### config.mk
export PLATFORM = sky130hd
export DESIGN_NAME = fma_share_arb
export DESIGN_NICKNAME = d
export VERILOG_FILES = /design/src/rtl/fma_share_arb.sv
export SDC_FILE = /design/constraint.sdc
export NUM_CORES = 1
export LEC_CHECK = 0
export CORE_AREA = 3 3 318 320
export CTS_CLUSTER_SIZE = 12
export DETAILED_ROUTE_END_ITERATION = 8
export DIE_AREA = 0 0 321 323
export MAX_ROUTING_LAYER = met4
export PLACE_DENSITY = 0.51
export SKIP_LAST_GASP = 1
export SYNTH_ARGS = -nofsm -noshare
export SYNTH_HDL_FRONTEND = slang
export SYNTH_SLANG_ARGS = --single-unit
### constraint.sdc
create_clock -name clk -period 6.5 [get_ports clk]
set_input_delay 0.65 -clock clk [delete_from_list [all_inputs] [get_ports clk]]
set_output_delay 0.65 -clock clk [all_outputs]
set_load 0.05 [all_outputs]
### src/rtl/fma_share_arb.sv
// fma_share_arb
//   Lets two requesters share one fixed-latency, fully pipelined FMA unit.
//   Requester 0 is the scalar FPU issue stage. Requester 1 is the divide/sqrt
//   iteration or a vector lane. Issue slots are granted round-robin. A tag
//   pipeline that runs alongside the unit records the owner of every
//   in-flight operation. Each result is steered into that owner's result FIFO.
//   Credits reserve FIFO space for every issued operation, so a result never
//   finds its FIFO full.
//
// Ports
//   clk, reset_n            clock, asynchronous active-low reset
//   Req0Valid/Ready/Op      requester 0 issue handshake and operand bundle
//   Req1Valid/Ready/Op      requester 1 issue handshake and operand bundle
//   UnitIssue, UnitOp       operation presented to the shared unit
//   UnitRes                 unit result, valid LAT cycles after UnitIssue
//   Res0Valid/Ready/Data    requester 0 result FIFO head
//   Res1Valid/Ready/Data    requester 1 result FIFO head
//   Flush0                  kill all requester-0 work (only when the
//                           FMA_SHARE_ARB_FLUSH_EN macro is defined)
//
// Optional feature macro: FMA_SHARE_ARB_FLUSH_EN

// Registered first-word-fall-through FIFO. The head entry is always visible
// on data. Requesting a pop while the FIFO is empty has no effect.
module fma_share_arb_fifo #(
  parameter int DW    = 72,
  parameter int DEPTH = 4,
  parameter int CW    = $clog2(DEPTH + 1)
) (
  input  logic          clk,
  input  logic          reset_n,
  input  logic          clear,
  input  logic          push,
  input  logic [DW-1:0] push_data,
  input  logic          pop_req,
  output logic          valid,
  output logic [DW-1:0] data,
  output logic [CW-1:0] count
);

  localparam int AW = $clog2(DEPTH);

  logic [DW-1:0] mem [DEPTH];
  logic [AW-1:0] wr_ptr;
  logic [AW-1:0] rd_ptr;
  logic          pop;

  assign valid = (count != '0);
  assign pop   = valid & pop_req;
  assign data  = mem[rd_ptr];

  // DEPTH is a power of two, so the pointers wrap on their own.
  // A push and a pop in the same cycle leave the count unchanged.
  always_ff @(posedge clk or negedge reset_n) begin
    if (!reset_n) begin
      wr_ptr <= '0;
      rd_ptr <= '0;
      count  <= '0;
    end else if (clear) begin
      wr_ptr <= '0;
      rd_ptr <= '0;
      count  <= '0;
    end else begin
      if (push) wr_ptr <= wr_ptr + AW'(1);
      if (pop)  rd_ptr <= rd_ptr + AW'(1);
      if (push && !pop)      count <= count + CW'(1);
      else if (pop && !push) count <= count - CW'(1);
    end
  end

  // Storage needs no reset. Only entries counted as valid are ever read.
  always_ff @(posedge clk) begin
    if (push && !clear) mem[wr_ptr] <= push_data;
  end

endmodule

module fma_share_arb #(
  parameter int WIDTH  = 200,
  parameter int RWIDTH = 72,
  parameter int LAT    = 4,
  parameter int DEPTH  = 4
) (
  input  logic              clk,
  input  logic              reset_n,
  input  logic              Req0Valid,
  output logic              Req0Ready,
  input  logic [WIDTH-1:0]  Req0Op,
  input  logic              Req1Valid,
  output logic              Req1Ready,
  input  logic [WIDTH-1:0]  Req1Op,
  output logic              UnitIssue,
  output logic [WIDTH-1:0]  UnitOp,
  input  logic [RWIDTH-1:0] UnitRes,
  output logic              Res0Valid,
  input  logic              Res0Ready,
  output logic [RWIDTH-1:0] Res0Data,
  output logic              Res1Valid,
  input  logic              Res1Ready,
  output logic [RWIDTH-1:0] Res1Data
`ifdef FMA_SHARE_ARB_FLUSH_EN
  ,
  input  logic              Flush0
`endif
);

  localparam int CNTW = $clog2(DEPTH + 1);
  localparam int SW   = $clog2(DEPTH + LAT + 1) + 1;

  logic            flush0;
  logic [LAT-1:0]  tag_v;
  logic [LAT-1:0]  tag_o;
  logic [LAT-1:0]  tag_live;
  logic [SW-1:0]   inflight0;
  logic [SW-1:0]   inflight1;
  logic [SW-1:0]   used0;
  logic [SW-1:0]   used1;
  logic [CNTW-1:0] cnt0;
  logic [CNTW-1:0] cnt1;
  logic            elig0;
  logic            elig1;
  logic            grant0;
  logic            grant1;
  logic            prefer_one;
  logic            push0;
  logic            push1;

`ifdef FMA_SHARE_ARB_FLUSH_EN
  assign flush0 = Flush0;
`else
  assign flush0 = 1'b0;
`endif

  // A flush drops every owner-0 tag right away. That includes the tag at the
  // output stage, so the result it would push this cycle is dropped.
  assign tag_live = flush0 ? (tag_v & tag_o) : tag_v;

  // Count the in-flight operations of each owner across all tag stages.
  always_comb begin
    inflight0 = '0;
    inflight1 = '0;
    for (int i = 0; i < LAT; i++) begin
      if (tag_v[i] && !tag_o[i]) inflight0 = inflight0 + SW'(1);
      if (tag_v[i] &&  tag_o[i]) inflight1 = inflight1 + SW'(1);
    end
  end

  // Credit is DEPTH minus (FIFO entries + in-flight ops). A requester is
  // eligible while the slots it already holds are fewer than DEPTH.
  // Both requesters are held off while reset is asserted.
  assign used0 = SW'(cnt0) + inflight0;
  assign used1 = SW'(cnt1) + inflight1;
  assign elig0 = reset_n & Req0Valid & (used0 < SW'(DEPTH)) & ~flush0;
  assign elig1 = reset_n & Req1Valid & (used1 < SW'(DEPTH));

  // Round-robin arbitration. prefer_one names the requester that wins a tie.
  // It points away from the requester that was granted last.
  always_comb begin
    grant0 = 1'b0;
    grant1 = 1'b0;
    if (elig0 && elig1) begin
      grant0 = ~prefer_one;
      grant1 =  prefer_one;
    end else begin
      grant0 = elig0;
      grant1 = elig1;
    end
  end

  assign Req0Ready = grant0;
  assign Req1Ready = grant1;
  assign UnitIssue = grant0 | grant1;

  // Operand steering to the unit. The bus is zero when nothing is granted.
  always_comb begin
    UnitOp = '0;
    if (grant0)      UnitOp = Req0Op;
    else if (grant1) UnitOp = Req1Op;
  end

  // The priority pointer moves only when a grant is given.
  always_ff @(posedge clk or negedge reset_n) begin
    if (!reset_n) begin
      prefer_one <= 1'b0;
    end else if (grant0) begin
      prefer_one <= 1'b1;
    end else if (grant1) begin
      prefer_one <= 1'b0;
    end
  end

  // The tag pipeline shifts every cycle in step with the unit and never
  // stalls. Bit LAT-1 is the stage whose result is on UnitRes this cycle.
  always_ff @(posedge clk or negedge reset_n) begin
    if (!reset_n) begin
      tag_v <= '0;
      tag_o <= '0;
    end else begin
      tag_v <= (tag_live << 1) | LAT'(UnitIssue);
      tag_o <= (tag_o << 1)    | LAT'(grant1);
    end
  end

  assign push0 = tag_live[LAT-1] & ~tag_o[LAT-1];
  assign push1 = tag_live[LAT-1] &  tag_o[LAT-1];

  fma_share_arb_fifo #(
    .DW    (RWIDTH),
    .DEPTH (DEPTH),
    .CW    (CNTW)
  ) u_fifo0 (
    .clk       (clk),
    .reset_n   (reset_n),
    .clear     (flush0),
    .push      (push0),
    .push_data (UnitRes),
    .pop_req   (Res0Ready),
    .valid     (Res0Valid),
    .data      (Res0Data),
    .count     (cnt0)
  );

  fma_share_arb_fifo #(
    .DW    (RWIDTH),
    .DEPTH (DEPTH),
    .CW    (CNTW)
  ) u_fifo1 (
    .clk       (clk),
    .reset_n   (reset_n),
    .clear     (1'b0),
    .push      (push1),
    .push_data (UnitRes),
    .pop_req   (Res1Ready),
    .valid     (Res1Valid),
    .data      (Res1Data),
    .count     (cnt1)
  );

`ifndef SYNTHESIS
  // Credits reserve a FIFO slot for every in-flight op.
  // A push into a full FIFO therefore means the credit accounting is broken.
  a_no_push_full0: assert property (@(posedge clk) disable iff (!reset_n)
    !(push0 && (cnt0 == CNTW'(DEPTH))));
  a_no_push_full1: assert property (@(posedge clk) disable iff (!reset_n)
    !(push1 && (cnt1 == CNTW'(DEPTH))));
`endif

endmodule

==> results of run 1 <==
## logic make-up after synthesis
| family | share of synthesized area (%) |
|---|---|
| mux | 13.7 |
| compound gates | 7.51 |
| flops | 74.0 |
| xor+xnor | 0.611 |
| buf+inv | 2.03 |
| simple gates | 0.901 |
| fa+ha+maj | 1.20 |
## through the flow
stage / total power (uW) / setup slack (ns) / hold slack (ns) / area (um^2)
global placement: 13300 / 0.672 / 0.378 / 34200
detailed placement: 13400 / 0.782 / 0.376 / 34200
finish: 16300 / 0.479 / 0.395 / 36100
global route: 16900 / 0.179 / 0.404 / 36100
CTS: 16600 / 0.115 / 0.393 / 36000
floorplan: 9970 / 2.06 / 0.354 / 24100
## where the power goes
group	switching [uW]	total [uW]	internal [uW]
Clock	1390	3190	1800
Sequential	354	4980	4620
Combinational	5230	8170	2940
Total	6970	16300	9360
## synthesized netlist by cell type
| cell type | number |
|---|---|
| sky130_fd_sc_hd__nor4_1 | 1 |
| sky130_fd_sc_hd__and2_1 | 5 |
| sky130_fd_sc_hd__nand3b_1 | 1 |
| sky130_fd_sc_hd__buf_2 | 31 |
| sky130_fd_sc_hd__mux4_2 | 144 |
| sky130_fd_sc_hd__buf_1 | 8 |
| sky130_fd_sc_hd__nor2_1 | 4 |
| sky130_fd_sc_hd__and3_1 | 4 |
| sky130_fd_sc_hd__xnor2_1 | 9 |
| sky130_fd_sc_hd__nand3_1 | 5 |
| sky130_fd_sc_hd__edfxtp_1 | 576 |
| sky130_fd_sc_hd__buf_4 | 11 |
| sky130_fd_sc_hd__mux2_2 | 5 |
| sky130_fd_sc_hd__a311oi_2 | 1 |
| sky130_fd_sc_hd__o311a_1 | 1 |
| sky130_fd_sc_hd__fa_1 | 2 |
| sky130_fd_sc_hd__buf_6 | 10 |
| sky130_fd_sc_hd__mux2i_1 | 2 |
| sky130_fd_sc_hd__a22o_1 | 200 |
| sky130_fd_sc_hd__dfrtp_1 | 23 |
| sky130_fd_sc_hd__inv_1 | 12 |
| sky130_fd_sc_hd__o22a_1 | 1 |
| sky130_fd_sc_hd__xor2_1 | 6 |
| sky130_fd_sc_hd__or3_1 | 2 |
| sky130_fd_sc_hd__o21ai_0 | 4 |
| sky130_fd_sc_hd__xnor2_2 | 1 |
| sky130_fd_sc_hd__ha_1 | 20 |
| sky130_fd_sc_hd__clkbuf_1 | 17 |
| sky130_fd_sc_hd__nand2b_1 | 2 |
| sky130_fd_sc_hd__a21o_1 | 1 |
| sky130_fd_sc_hd__nand4_1 | 1 |
| sky130_fd_sc_hd__or4_1 | 1 |
| sky130_fd_sc_hd__nor2b_1 | 2 |
| sky130_fd_sc_hd__nand2_1 | 15 |
## placed cells by master (no fill, tap or decap), types with 15 or more instances in the layout
cell	netlist	routed
sky130_fd_sc_hd__clkdlybuf4s50_1	0	713
sky130_fd_sc_hd__buf_12	0	56
sky130_fd_sc_hd__ha_1	20	20
sky130_fd_sc_hd__clkbuf_16	0	62
sky130_fd_sc_hd__nand2_1	15	15
sky130_fd_sc_hd__diode_2	0	48
sky130_fd_sc_hd__clkbuf_1	17	17
sky130_fd_sc_hd__mux4_2	144	144
sky130_fd_sc_hd__edfxtp_1	576	576
sky130_fd_sc_hd__a22o_1	200	200
sky130_fd_sc_hd__buf_4	11	80
sky130_fd_sc_hd__dfrtp_1	23	19
## worst min path at each step
stage	from	to	cells after the start
global route	tag_live[0]	tag_live[1]	0
detailed placement	tag_live[0]	tag_live[1]	0
floorplan	reset_n	prefer_one	0
CTS	reset_n	tag_live[3]	2
finish	tag_o[1]	tag_o[2]	0
global placement	tag_o[1]	tag_o[2]	0
## layout make-up
cell class                 count  area share, %
clock inverter                19          0.405
clock buffer                  79           4.47
timing repair buffer         849           24.5
inverter                      12          0.125
sequential                   599           49.5
multi-input combinational    440           16.2
tap                         1287           4.46
antenna                       48          0.332
## sequential cells by signal, indices dropped and copies added, names as in the netlist
name / flops
u_fifo0.mem: 288
u_fifo1.mem: 288
tag_live: 4
tag_o: 4
u_fifo0.count: 3
u_fifo1.count: 3
u_fifo0.rd_ptr: 2
u_fifo0.wr_ptr: 2
u_fifo1.rd_ptr: 2
u_fifo1.wr_ptr: 2
prefer_one: 1
## critical path: stages, from the launching register on
cell	delay, ns
sky130_fd_sc_hd__dfrtp_1	0.36
sky130_fd_sc_hd__and2_1	0.16
sky130_fd_sc_hd__inv_1	0.05
sky130_fd_sc_hd__ha_1	0.30
sky130_fd_sc_hd__xor2_1	0.30
sky130_fd_sc_hd__inv_1	0.09
sky130_fd_sc_hd__ha_1	0.20
sky130_fd_sc_hd__nand2_1	0.08
sky130_fd_sc_hd__xor2_1	0.16
sky130_fd_sc_hd__ha_1	0.26
sky130_fd_sc_hd__nor4_2	0.59
sky130_fd_sc_hd__o311a_4	0.60
sky130_fd_sc_hd__buf_12	0.27
sky130_fd_sc_hd__buf_4	0.45
sky130_fd_sc_hd__a22o_1	0.63
sky130_fd_sc_hd__buf_12	0.22
## metal layers
metal	vias to the layer above	wire length, um
met4	0	3650
li1	6577	-
met3	155	10400
met5	-	0
met1	8393	45700
met2	772	65700
## what timing repair did
item                       CTS  global route
resized for setup            0             1
setup endpoints to repair    0             9
hold buffers                 0             0
==> metrics.txt, run 1 <==
# TYPE chip_impl_metric gauge
chip_impl_info{name="status",value="finished, final reports clean"} 1
chip_impl_metric{name="vias_per_instance",unit=""} 4.77
chip_impl_metric{name="cts.htree.levels",unit=""} 2
chip_impl_metric{name="ys_warn_count",unit=""} 0
chip_impl_metric{name="finish.cell_count_without_fillers",unit=""} 3333
chip_impl_metric{name="synth_seq_area_share",unit="%"} 74.0
chip_impl_info{name="setup.worst_path.class",value="flip-flop to primary output"} 1
chip_impl_metric{name="die_wd",unit="um"} 321
chip_impl_metric{name="skew",unit="ns"} 0.0280
chip_impl_metric{name="crit_required",unit="ns"} 5.85
chip_impl_metric{name="grtUsageMet1",unit="%"} 26.4
chip_impl_metric{name="avgRoutedWirePerCell",unit="um"} 37.6
chip_impl_metric{name="gp_routability_congestion",unit=""} 0.992
chip_impl_metric{name="number_of_nets_at_the_end_of_the_flow",unit=""} 2462
chip_impl_metric{name="vias",unit=""} 15900
chip_impl_metric{name="drive_gt1_share",unit="%"} 18.6
chip_impl_metric{name="final_antenna_net_count",unit=""} 0
chip_impl_metric{name="number_of_nets_produced_by_synthesis",unit=""} 1628
chip_impl_metric{name="drc_violations_left",unit=""} 0
chip_impl_metric{name="cts_inserted_buffers",unit=""} 60
chip_impl_info{name="clock_tree_from_tritoncts",value="built"} 1
chip_impl_metric{name="tightest_slew",unit="ns"} 1.02
chip_impl_metric{name="clockBufferDepth",unit=""} 3
chip_impl_metric{name="clkSinkCount",unit=""} 599
chip_impl_metric{name="antenna_violations_before_repair",unit=""} 75
chip_impl_metric{name="floorplan.io_pins",unit=""} 827
chip_impl_metric{name="period_needed",unit="ns"} 6.02
chip_impl_metric{name="met3_use_gr",unit="%"} 7.48
chip_impl_info{name="synth_top_area_cell",value="sky130_fd_sc_hd__edfxtp_1"} 1
chip_impl_metric{name="count_of_maximum_capacitance_violations",unit=""} 0
chip_impl_metric{name="clock_insertion_delay_worst_skew",unit="ns"} 0.62
chip_impl_metric{name="setup_total_negative_slack",unit="ns"} 0
chip_impl_metric{name="arrival",unit="ns"} 5.37
chip_impl_metric{name="dpl_cells",unit=""} 3187
chip_impl_metric{name="finalSetupViolations",unit=""} 0
chip_impl_metric{name="fin_crit_sh",unit="%"} 92.6
chip_impl_metric{name="fmax",unit="GHz"} 0.166
chip_impl_metric{name="r2r_slack",unit="ns"} 2.98
chip_impl_metric{name="fillCellCount",unit=""} 9280
chip_impl_metric{name="initialDrtViolationCount",unit=""} 1471
chip_impl_info{name="worstReg2RegStart",value="tag_o[0]"} 1
chip_impl_info{name="hp-class",value="flip-flop to flip-flop"} 1
chip_impl_metric{name="maximum_number_of_pins_on_one_net_before_global_route_repair",unit=""} 92
chip_impl_metric{name="initial_utilization",unit="%"} 24.5
chip_impl_metric{name="synthesis.area",unit="mm^2"} 0.0241
chip_impl_metric{name="post_cts.repair.setup_buffers",unit=""} 0
chip_impl_info{name="worstSetupStartpoint",value="tag_o[0]"} 1
chip_impl_metric{name="post-synth-top-area-fraction",unit="%"} 71.6
chip_impl_info{name="cp-end-kind",value="primary output"} 1
chip_impl_metric{name="regArea",unit="mm^2"} 0.0179
chip_impl_metric{name="hold_viol_final",unit=""} 0
chip_impl_info{name="rsz0062_at_grt",value="no"} 1
chip_impl_metric{name="timing_max_transition_violations_final",unit=""} 0
chip_impl_info{name="clockRootBuffer",value="sky130_fd_sc_hd__clkbuf_16"} 1
chip_impl_info{name="worstSetupStartpointType",value="flip-flop"} 1
chip_impl_metric{name="total_routing_resource_utilization_after_global_routing",unit="%"} 24.1
chip_impl_metric{name="total_area_of_multi_input_combinational_cells",unit="mm^2"} 0.00585
chip_impl_metric{name="utilization",unit="%"} 36.7
chip_impl_metric{name="drtPass1Iterations",unit=""} 5
chip_impl_metric{name="syn-mean-instance-area",unit="um^2"} 21.4
chip_impl_metric{name="first_global_vias",unit=""} 16200
chip_impl_metric{name="die_h",unit="um"} 323
chip_impl_info{name="synth.area.top_cells",value="sky130_fd_sc_hd__edfxtp_1, sky130_fd_sc_hd__mux4_2, sky130_fd_sc_hd__a22o_1"} 1
chip_impl_metric{name="worst_slew_margin_rel",unit="%"} 32.0
chip_impl_metric{name="irDropWorstVdd",unit="V"} 0.000236
chip_impl_metric{name="area_delta_synth_final",unit="%"} 49.6
chip_impl_metric{name="port_buffers",unit=""} 826
chip_impl_metric{name="crit_fanout",unit=""} 37
chip_impl_metric{name="grt_overflow",unit=""} 0
chip_impl_metric{name="cellLeakagePower",unit="uW"} 0.0120
chip_impl_metric{name="worst-r2r-cell-count",unit=""} 12
chip_impl_metric{name="ys_ff_latch",unit=""} 599
chip_impl_metric{name="cts.reportedPaths.clkPinSlew",unit="ns"} 0.06
chip_impl_info{name="crit_path_end",value="UnitOp[68]"} 1
chip_impl_metric{name="postSynthCellCount",unit=""} 1128
chip_impl_metric{name="wire_length_reported_by_the_detailed_router",unit="um"} 125000
chip_impl_metric{name="placement_rows",unit=""} 115
chip_impl_metric{name="design.die.area",unit="mm^2"} 0.104
chip_impl_metric{name="post_synth_num_cell_types",unit=""} 34
chip_impl_info{name="top_usage_layer",value="met2"} 1
chip_impl_metric{name="first_pass_grt_wire_length",unit="um"} 159000
chip_impl_metric{name="place_hpwl",unit="um"} 100000
chip_impl_metric{name="grt_use_met2",unit="%"} 42.4
chip_impl_metric{name="design.core.area",unit="mm^2"} 0.0984
chip_impl_metric{name="power_per_cell_area",unit="mW/mm^2"} 452
chip_impl_info{name="r2r-end",value="tag_o[0]"} 1
Note: power is estimated with default switching activity, not from simulation.
==> inputs of run 2 (changes only) <==
--- a/config.mk
+++ b/config.mk
@@ -9,6 +9,7 @@
 export CTS_CLUSTER_SIZE = 12
 export DETAILED_ROUTE_END_ITERATION = 8
 export DIE_AREA = 0 0 321 323
+export GPL_ROUTABILITY_DRIVEN = 0
 export MAX_ROUTING_LAYER = met4
 export PLACE_DENSITY = 0.51
 export SKIP_LAST_GASP = 1
==> run 2 against run 1 <==
  * Final cell count is 0.30% lower
  * Cell area is 0.29% lower
  * Power is 0.94% lower
  * Non-clock buffer count is 5 higher
  * Worst hold slack worse by 0.0065 ns
  * Clock skew is 0.019 ns lower
  * Highest routed layer unchanged
  * Sequential cell count stayed put
  * Via count is 1.5% lower
  * Largest cell class unchanged
  * Sequential power is 1% higher
  * Largest power group unchanged
  * Die area stayed put
  * Worst setup slack worse by 0.068 ns
  * Fmax is 1.1% lower
==> metrics.txt, run 2 (same netlist as run 1, synthesis figures left out) <==
# TYPE chip_impl_metric gauge
chip_impl_metric{name="total_routing_resource_utilization_after_global_routing",unit="%"} 24.3
chip_impl_metric{name="die_wd",unit="um"} 321
chip_impl_metric{name="switching_portion_of_total_power",unit="%"} 42.9
chip_impl_metric{name="skew",unit="ns"} 0.00930
chip_impl_metric{name="area_delta_synth_final",unit="%"} 49.2
chip_impl_metric{name="cellLeakagePower",unit="uW"} 0.0120
chip_impl_metric{name="cp.buffers_inverters",unit=""} 5
chip_impl_metric{name="final_antenna_net_count",unit=""} 0
chip_impl_metric{name="initial_utilization",unit="%"} 24.5
chip_impl_metric{name="total_power",unit="uW"} 16200
chip_impl_metric{name="finalSetupViolations",unit=""} 0
chip_impl_metric{name="maximum_number_of_pins_on_one_net_before_global_route_repair",unit=""} 55
chip_impl_info{name="final_common_cell",value="sky130_fd_sc_hd__clkdlybuf4s50_1"} 1
chip_impl_metric{name="tightest_slew",unit="ns"} 1.14
chip_impl_info{name="rsz0062_at_grt",value="no"} 1
chip_impl_metric{name="cts.reportedPaths.clkPinSlew",unit="ns"} 0.06
chip_impl_metric{name="wire_length_reported_by_the_detailed_router",unit="um"} 126000
chip_impl_metric{name="antenna_violations_before_repair",unit=""} 55
chip_impl_metric{name="design.core.area",unit="mm^2"} 0.0984
chip_impl_metric{name="worst_slew_margin_rel",unit="%"} 24.1
chip_impl_info{name="hp-class",value="flip-flop to flip-flop"} 1
chip_impl_metric{name="clockBufferDepth",unit=""} 3
chip_impl_metric{name="hold_viol_final",unit=""} 0
chip_impl_metric{name="crit_fanout",unit=""} 44
chip_impl_metric{name="place_hpwl",unit="um"} 102000
chip_impl_metric{name="total_switching_power",unit="uW"} 6930
chip_impl_info{name="worstSetupStartpointType",value="flip-flop"} 1
chip_impl_metric{name="first_pass_grt_wire_length",unit="um"} 160000
chip_impl_info{name="cp_slowest_cell",value="sky130_fd_sc_hd__a311oi_4"} 1
chip_impl_metric{name="placement_rows",unit=""} 115
chip_impl_metric{name="cts.htree.levels",unit=""} 2
chip_impl_metric{name="cts_hold_buf",unit=""} 0
chip_impl_info{name="clock_tree_from_tritoncts",value="built"} 1
chip_impl_info{name="cp-end-kind",value="primary output"} 1
chip_impl_metric{name="avgRoutedWirePerCell",unit="um"} 37.9
chip_impl_info{name="crit_family",value="compound AO/OA/AOI/OAI gates"} 1
chip_impl_metric{name="arrival",unit="ns"} 5.44
chip_impl_metric{name="crit_required",unit="ns"} 5.85
chip_impl_metric{name="setup_total_negative_slack",unit="ns"} 0
chip_impl_metric{name="internal_power",unit="uW"} 9250
chip_impl_metric{name="count_of_maximum_capacitance_violations",unit=""} 0
chip_impl_metric{name="cts_inserted_buffers",unit=""} 59
chip_impl_metric{name="power.share.clock",unit="%"} 18.7
chip_impl_metric{name="finish.cell_count_without_fillers",unit=""} 3323
chip_impl_metric{name="grt_overflow",unit=""} 0
chip_impl_metric{name="slowest_delay",unit="ns"} 0.88
chip_impl_metric{name="vias",unit=""} 15700
chip_impl_metric{name="dpl_cells",unit=""} 3192
chip_impl_metric{name="die_h",unit="um"} 323
chip_impl_info{name="cell_by_cell_trace_of_the_critical_path",value="and2_1, inv_1, ha_1, xor2_1, inv_1, ha_1, mux2_2, ha_1, nand3_1, mux2_2, a311oi_4, buf_12, buf_12, a22o_1, buf_12"} 1
chip_impl_metric{name="first_global_vias",unit=""} 16500
chip_impl_metric{name="number_of_nets_at_the_end_of_the_flow",unit=""} 2466
chip_impl_metric{name="drc_violations_left",unit=""} 0
chip_impl_metric{name="drive_gt1_share",unit="%"} 18.5
chip_impl_metric{name="period_needed",unit="ns"} 6.09
chip_impl_info{name="registers_with_the_most_flip_flops",value="u_fifo0.mem (288), u_fifo1.mem (288)"} 1
chip_impl_metric{name="fmax",unit="GHz"} 0.164
chip_impl_metric{name="timing_max_transition_violations_final",unit=""} 0
chip_impl_metric{name="irDropWorstVdd",unit="V"} 0.000271
chip_impl_metric{name="post_cts.repair.setup_buffers",unit=""} 0
chip_impl_info{name="clockRootBuffer",value="sky130_fd_sc_hd__clkbuf_16"} 1
chip_impl_info{name="setup.worst_path.class",value="flip-flop to primary output"} 1
chip_impl_info{name="status",value="finished, final reports clean"} 1
chip_impl_metric{name="drtPass1Iterations",unit=""} 5
chip_impl_metric{name="regArea",unit="mm^2"} 0.0179
chip_impl_metric{name="p_comb_share",unit="%"} 50.2
chip_impl_metric{name="clock_insertion_delay_worst_skew",unit="ns"} 0.61
chip_impl_metric{name="floorplan.io_pins",unit=""} 827
chip_impl_metric{name="power_frac_seq",unit="%"} 31.2
chip_impl_metric{name="initialDrtViolationCount",unit=""} 1497
chip_impl_metric{name="port_buffers",unit=""} 826
chip_impl_metric{name="fillCellCount",unit=""} 9297
chip_impl_metric{name="post_cts_resized",unit=""} 0
chip_impl_metric{name="power_per_cell_area",unit="mW/mm^2"} 449
chip_impl_info{name="most-common-layout-cells",value="sky130_fd_sc_hd__clkdlybuf4s50_1, sky130_fd_sc_hd__edfxtp_1, sky130_fd_sc_hd__a22o_1"} 1
chip_impl_metric{name="clkSinkCount",unit=""} 599
chip_impl_metric{name="total_area_of_multi_input_combinational_cells",unit="mm^2"} 0.00584
chip_impl_metric{name="design.die.area",unit="mm^2"} 0.104
chip_impl_metric{name="fin_crit_sh",unit="%"} 93.7
chip_impl_metric{name="vias_per_instance",unit=""} 4.71
## run 2: area by class of cell
type	count	share of cell area, %
timing repair buffer	854	24.7
inverter	12	0.125
clock inverter	13	0.250
tap	1287	4.47
multi-input combinational	440	16.2
antenna	45	0.313
sequential	599	49.7
clock buffer	73	4.24
## run 2: power by group through the flow
stage               registers, uW  clock network, uW  logic, uW
floorplan                    4790                  0       5180
global route                 5110               3260       8390
finish                       5040               3020       8120
CTS                          5070               3120       8260
global placement             5130                  0       8210
detailed placement           5150                  0       8240
## run 2: stage by stage
stage | util, % | setup WS [ns] | cell area [um^2] | hold slack [ns]
2_1_floorplan | - | 2.06 | 24100 | 0.354
3_3_place_gp | 34.8 | 0.906 | 34300 | 0.376
3_5_place_dp | 34.8 | 1.01 | 34300 | 0.375
4_1_cts | 36.5 | 0.334 | 35900 | 0.389
5_1_grt | 36.6 | 0.153 | 36000 | 0.403
6_report | 36.6 | 0.410 | 36000 | 0.389
## run 2: worst paths after layout
path / startpoint / to / slack, ns / depth (start not counted)
max: tag_live[0] / UnitOp[98] / 0.41 / 15
min: tag_o[1] / tag_o[2] / 0.39 / 0
max reg2reg: tag_live[0] / tag_o[0] / 2.68 / 12
min reg2reg: tag_o[1] / tag_o[2] / 0.39 / 0
max in group asynchronous: reset_n / u_fifo0.rd_ptr[1] / 5.77 / 2
min in group asynchronous: reset_n / tag_live[1] / 0.44 / 2
## run 2: per-layer routing
layer  GRT usage, %  vias up  routed length, um
li1               -     6562                  -
met1           25.8     8222              44600
met5              -        -                  0
met2           42.7      746              65600
met3           8.38      136              11500
met4           7.69        0               4380
==> inputs of run 3 (changes only) <==
--- a/config.mk
+++ b/config.mk
@@ -5,14 +5,15 @@
 export SDC_FILE = /design/constraint.sdc
 export NUM_CORES = 1
 export LEC_CHECK = 0
-export CORE_AREA = 3 3 318 320
+export CORE_AREA = 3 3 320 322
 export CTS_CLUSTER_SIZE = 12
 export DETAILED_ROUTE_END_ITERATION = 8
-export DIE_AREA = 0 0 321 323
+export DIE_AREA = 0 0 323 325
 export GPL_ROUTABILITY_DRIVEN = 0
 export MAX_ROUTING_LAYER = met4
 export PLACE_DENSITY = 0.51
 export SKIP_LAST_GASP = 1
 export SYNTH_ARGS = -nofsm -noshare
 export SYNTH_HDL_FRONTEND = slang
+export SYNTH_HIERARCHICAL = 1
 export SYNTH_SLANG_ARGS = --single-unit
==> run 3 against run 2 <==
  * Combinational power decreased by 24%
  * Non-clock buffer count decreased by 6
  * Via count increased by 1.9%
  * Count of clock-buffer cells in the layout increased by 11
  * Power decreased by 12%
  * Register-to-register slack got worse by 0.29 ns
  * Fmax decreased by 1.8%
  * Global-route usage decreased by 0.58 points
  * Synthesized cell count increased by 1.8%
  * Critical path depth decreased by 2
  * Worst hold slack improved by 0.012 ns
  * Cell area decreased by 0.32%
  * Critical path type unchanged
  * Largest cell class unchanged
==> metrics.txt, run 3 <==
# TYPE chip_impl_metric gauge
chip_impl_info{name="status",value="finished, final reports clean"} 1
chip_impl_metric{name="drive_gt1_share",unit="%"} 16.8
chip_impl_info{name="worstReg2RegStart",value="tag_live[0]"} 1
chip_impl_metric{name="fillCellCount",unit=""} 9481
chip_impl_metric{name="finalSetupViolations",unit=""} 0
chip_impl_metric{name="placement.cell_area",unit="mm^2"} 0.0339
chip_impl_metric{name="setup_total_negative_slack",unit="ns"} 0
chip_impl_metric{name="hold_viol_final",unit=""} 0
chip_impl_metric{name="antenna_violations_before_repair",unit=""} 67
chip_impl_metric{name="skew",unit="ns"} 0.0319
chip_impl_metric{name="first_global_vias",unit=""} 16500
chip_impl_metric{name="arrival",unit="ns"} 5.55
chip_impl_info{name="rsz0062_at_grt",value="no"} 1
chip_impl_metric{name="clock_insertion_delay_worst_skew",unit="ns"} 0.60
chip_impl_metric{name="r2r_slack",unit="ns"} 2.39
chip_impl_metric{name="syn-mean-instance-area",unit="um^2"} 21.2
chip_impl_info{name="cp-end-kind",value="primary output"} 1
chip_impl_info{name="worstSetupStartpointType",value="flip-flop"} 1
chip_impl_info{name="top_count_cell_post_synth",value="sky130_fd_sc_hd__edfxtp_1"} 1
chip_impl_metric{name="number_of_nets_at_the_end_of_the_flow",unit=""} 2486
chip_impl_metric{name="drc_violations_left",unit=""} 0
chip_impl_metric{name="synth_edf_count",unit=""} 576
chip_impl_info{name="setup.worst_path.class",value="flip-flop to primary output"} 1
chip_impl_metric{name="placement_rows",unit=""} 116
chip_impl_metric{name="clockBufferDepth",unit=""} 3
chip_impl_metric{name="drtPass1Iterations",unit=""} 6
chip_impl_info{name="clock_tree_from_tritoncts",value="built"} 1
chip_impl_metric{name="floorplan.io_pins",unit=""} 827
chip_impl_info{name="registers_with_the_most_flip_flops",value="u_fifo0/mem (288), u_fifo1/mem (288)"} 1
chip_impl_metric{name="crit_fanout",unit=""} 77
chip_impl_metric{name="fmax",unit="GHz"} 0.161
chip_impl_metric{name="clkSinkCount",unit=""} 599
chip_impl_metric{name="ys_warn_count",unit=""} 6
chip_impl_metric{name="worst-r2r-cell-count",unit=""} 11
chip_impl_metric{name="ys_ff_latch",unit=""} 599
chip_impl_metric{name="first_pass_grt_wire_length",unit="um"} 159000
chip_impl_metric{name="maximum_number_of_pins_on_one_net_before_global_route_repair",unit=""} 93
chip_impl_metric{name="initial_utilization",unit="%"} 24.4
chip_impl_metric{name="port_buffers",unit=""} 826
chip_impl_info{name="crit_path_end",value="UnitOp[135]"} 1
chip_impl_metric{name="cts.reportedPaths.clkPinSlew",unit="ns"} 0.05
chip_impl_metric{name="cts_hold_buf",unit=""} 0
chip_impl_metric{name="postSynthCellCount",unit=""} 1148
chip_impl_metric{name="area_delta_synth_final",unit="%"} 47.3
chip_impl_metric{name="cellLeakagePower",unit="uW"} 0.0118
chip_impl_metric{name="die_wd",unit="um"} 323
chip_impl_metric{name="vias",unit=""} 16000
chip_impl_metric{name="worst_slew_margin_rel",unit="%"} 34.8
chip_impl_metric{name="power_per_cell_area",unit="mW/mm^2"} 398
chip_impl_metric{name="cts.htree.levels",unit=""} 3
chip_impl_metric{name="timing_max_transition_violations_final",unit=""} 0
chip_impl_info{name="worstSetupStartpoint",value="tag_live[0]"} 1
chip_impl_metric{name="cts_inserted_buffers",unit=""} 66
chip_impl_info{name="synth_top_flop_cell",value="sky130_fd_sc_hd__edfxtp_1"} 1
chip_impl_metric{name="tightest_slew",unit="ns"} 0.977
chip_impl_info{name="synth.area.top_cells",value="sky130_fd_sc_hd__edfxtp_1, sky130_fd_sc_hd__mux4_2, sky130_fd_sc_hd__a22o_1"} 1
chip_impl_metric{name="total_routing_resource_utilization_after_global_routing",unit="%"} 23.8
chip_impl_metric{name="layout.cell_area.non_filler",unit="mm^2"} 0.0359
chip_impl_metric{name="count_of_maximum_capacitance_violations",unit=""} 0
chip_impl_info{name="r2r-end",value="tag_o[0]"} 1
chip_impl_metric{name="place_hpwl",unit="um"} 98100
chip_impl_info{name="most-common-layout-cells",value="sky130_fd_sc_hd__clkdlybuf4s50_1, sky130_fd_sc_hd__edfxtp_1, sky130_fd_sc_hd__a22o_1"} 1
chip_impl_metric{name="crit_required",unit="ns"} 5.85
chip_impl_metric{name="avgRoutedWirePerCell",unit="um"} 36.9
chip_impl_metric{name="synthesis.area",unit="mm^2"} 0.0244
chip_impl_metric{name="grt_overflow",unit=""} 0
chip_impl_info{name="hp-class",value="flip-flop to flip-flop"} 1
chip_impl_metric{name="vias_per_instance",unit=""} 4.75
chip_impl_metric{name="post-synth-top-area-fraction",unit="%"} 70.9
chip_impl_info{name="netlist_top_cells_count",value="sky130_fd_sc_hd__edfxtp_1, sky130_fd_sc_hd__a22o_1, sky130_fd_sc_hd__mux4_2"} 1
chip_impl_metric{name="initialDrtViolationCount",unit=""} 1295
chip_impl_metric{name="design.core.area",unit="mm^2"} 0.0999
chip_impl_metric{name="synth_seq_area_share",unit="%"} 73.3
chip_impl_info{name="clockRootBuffer",value="sky130_fd_sc_hd__clkbuf_16"} 1
chip_impl_metric{name="post_cts_resized",unit=""} 0
chip_impl_info{name="synth_top_area_cell",value="sky130_fd_sc_hd__edfxtp_1"} 1
chip_impl_metric{name="die_h",unit="um"} 325
chip_impl_metric{name="period_needed",unit="ns"} 6.20
chip_impl_metric{name="irDropWorstVdd",unit="V"} 0.000232
chip_impl_metric{name="post_cts.repair.setup_buffers",unit=""} 0
chip_impl_metric{name="design.die.area",unit="mm^2"} 0.105
chip_impl_metric{name="fin_crit_sh",unit="%"} 95.4
chip_impl_metric{name="post_synth_num_cell_types",unit=""} 36
chip_impl_metric{name="async_reset_ff_share",unit="%"} 3.84
chip_impl_info{name="final_common_cell",value="sky130_fd_sc_hd__clkdlybuf4s50_1"} 1
chip_impl_metric{name="final_antenna_net_count",unit=""} 0
chip_impl_metric{name="wire_length_reported_by_the_detailed_router",unit="um"} 124000
## run 3: cell count changes in the layout (fill, tap and decap cells not counted), sizes merged, moves of 3 or more
cell           previous run  this run
and2                      5        10
nand2                    15        10
clkinv                    9        24
nand3                     5         2
clkbuf                   73        84
xnor2                    10         6
buf                     141        99
diode                    45        33
clkdlybuf4s50           713       749
nor2                      4        16
a21oi                     0         4
and3                      4         0
## run 3: metal layers
metal  vias up  routed length [um]  GRT usage (%)
met5         -                   0              -
met4         0                8850           15.1
met3       270                7500           4.85
met2       817               68500           43.4
met1      8258               39200           22.5
li1       6616                   -              -
## run 3: critical path: stages (launching register included)
cell and delay [ns]:
sky130_fd_sc_hd__dfrtp_1 0.39, sky130_fd_sc_hd__and2_1 0.18, sky130_fd_sc_hd__ha_1 0.33, sky130_fd_sc_hd__xor2_1 0.30
sky130_fd_sc_hd__inv_1 0.09, sky130_fd_sc_hd__ha_1 0.27, sky130_fd_sc_hd__mux2_2 0.26, sky130_fd_sc_hd__ha_1 0.30
sky130_fd_sc_hd__nand3_1 0.09, sky130_fd_sc_hd__mux2_2 0.34, sky130_fd_sc_hd__a311oi_4 0.74, sky130_fd_sc_hd__buf_12 0.36
sky130_fd_sc_hd__a22o_1 0.33, sky130_fd_sc_hd__clkdlybuf4s50_1 0.86
## run 3: how the worst min path moves through the flow
stage,from,to,slack [ns],cells after the start
4_1_cts,reset_n,u_fifo0/rd_ptr[1],0.40,2
3_5_place_dp,tag_live[0],tag_live[1],0.39,0
2_1_floorplan,reset_n,prefer_one,0.35,0
6_report,tag_o[1],tag_o[2],0.40,0
5_1_grt,tag_o[1],tag_o[2],0.41,0
3_3_place_gp,tag_o[1],tag_o[2],0.38,0
## run 3: final cells by class
class                      count  area [um^2]  share of cell area, %
sequential                   599        17900                   49.8
timing repair buffer         848         8390                   23.4
multi-input combinational    458         5920                   16.5
clock buffer                  84         1760                   4.91
tap                         1298         1620                   4.52
clock inverter                28          191                  0.533
antenna                       33         82.6                  0.230
inverter                      13         48.8                  0.136
## run 3: cell families after synthesis
| kind of cell | synth area share (%) |
|---|---|
| muxes | 13.6 |
| other | 0.0154 |
| AOI/OAI and AO/OA | 7.70 |
| and+or+nand+nor | 1.10 |
| buffers and inverters | 2.55 |
| DFF | 73.3 |
| xor gates and xnor gates | 0.534 |
| adders and majority gates | 1.19 |
## run 3: stage by stage
stage                     hold WS (ns)  instances  total power (uW)  utilization (%)  setup WS, ns
after global routing             0.413       3359             14800             36.0        0.0673
after detailed placement         0.386       3216             11000             33.9         0.983
after global placement           0.376       3216             11000             33.9         0.956
after CTS                        0.398       3328             14500             35.9         0.306
after floorplan                  0.354       1149              8550                -          1.87
final                            0.401       3361             14300             36.0         0.300
## run 3: power breakdown
group / internal (uW) / switching [uW]
logic: 2170 / 4040
registers: 4440 / 229
clock network: 1990 / 1440
total: 8600 / 5710
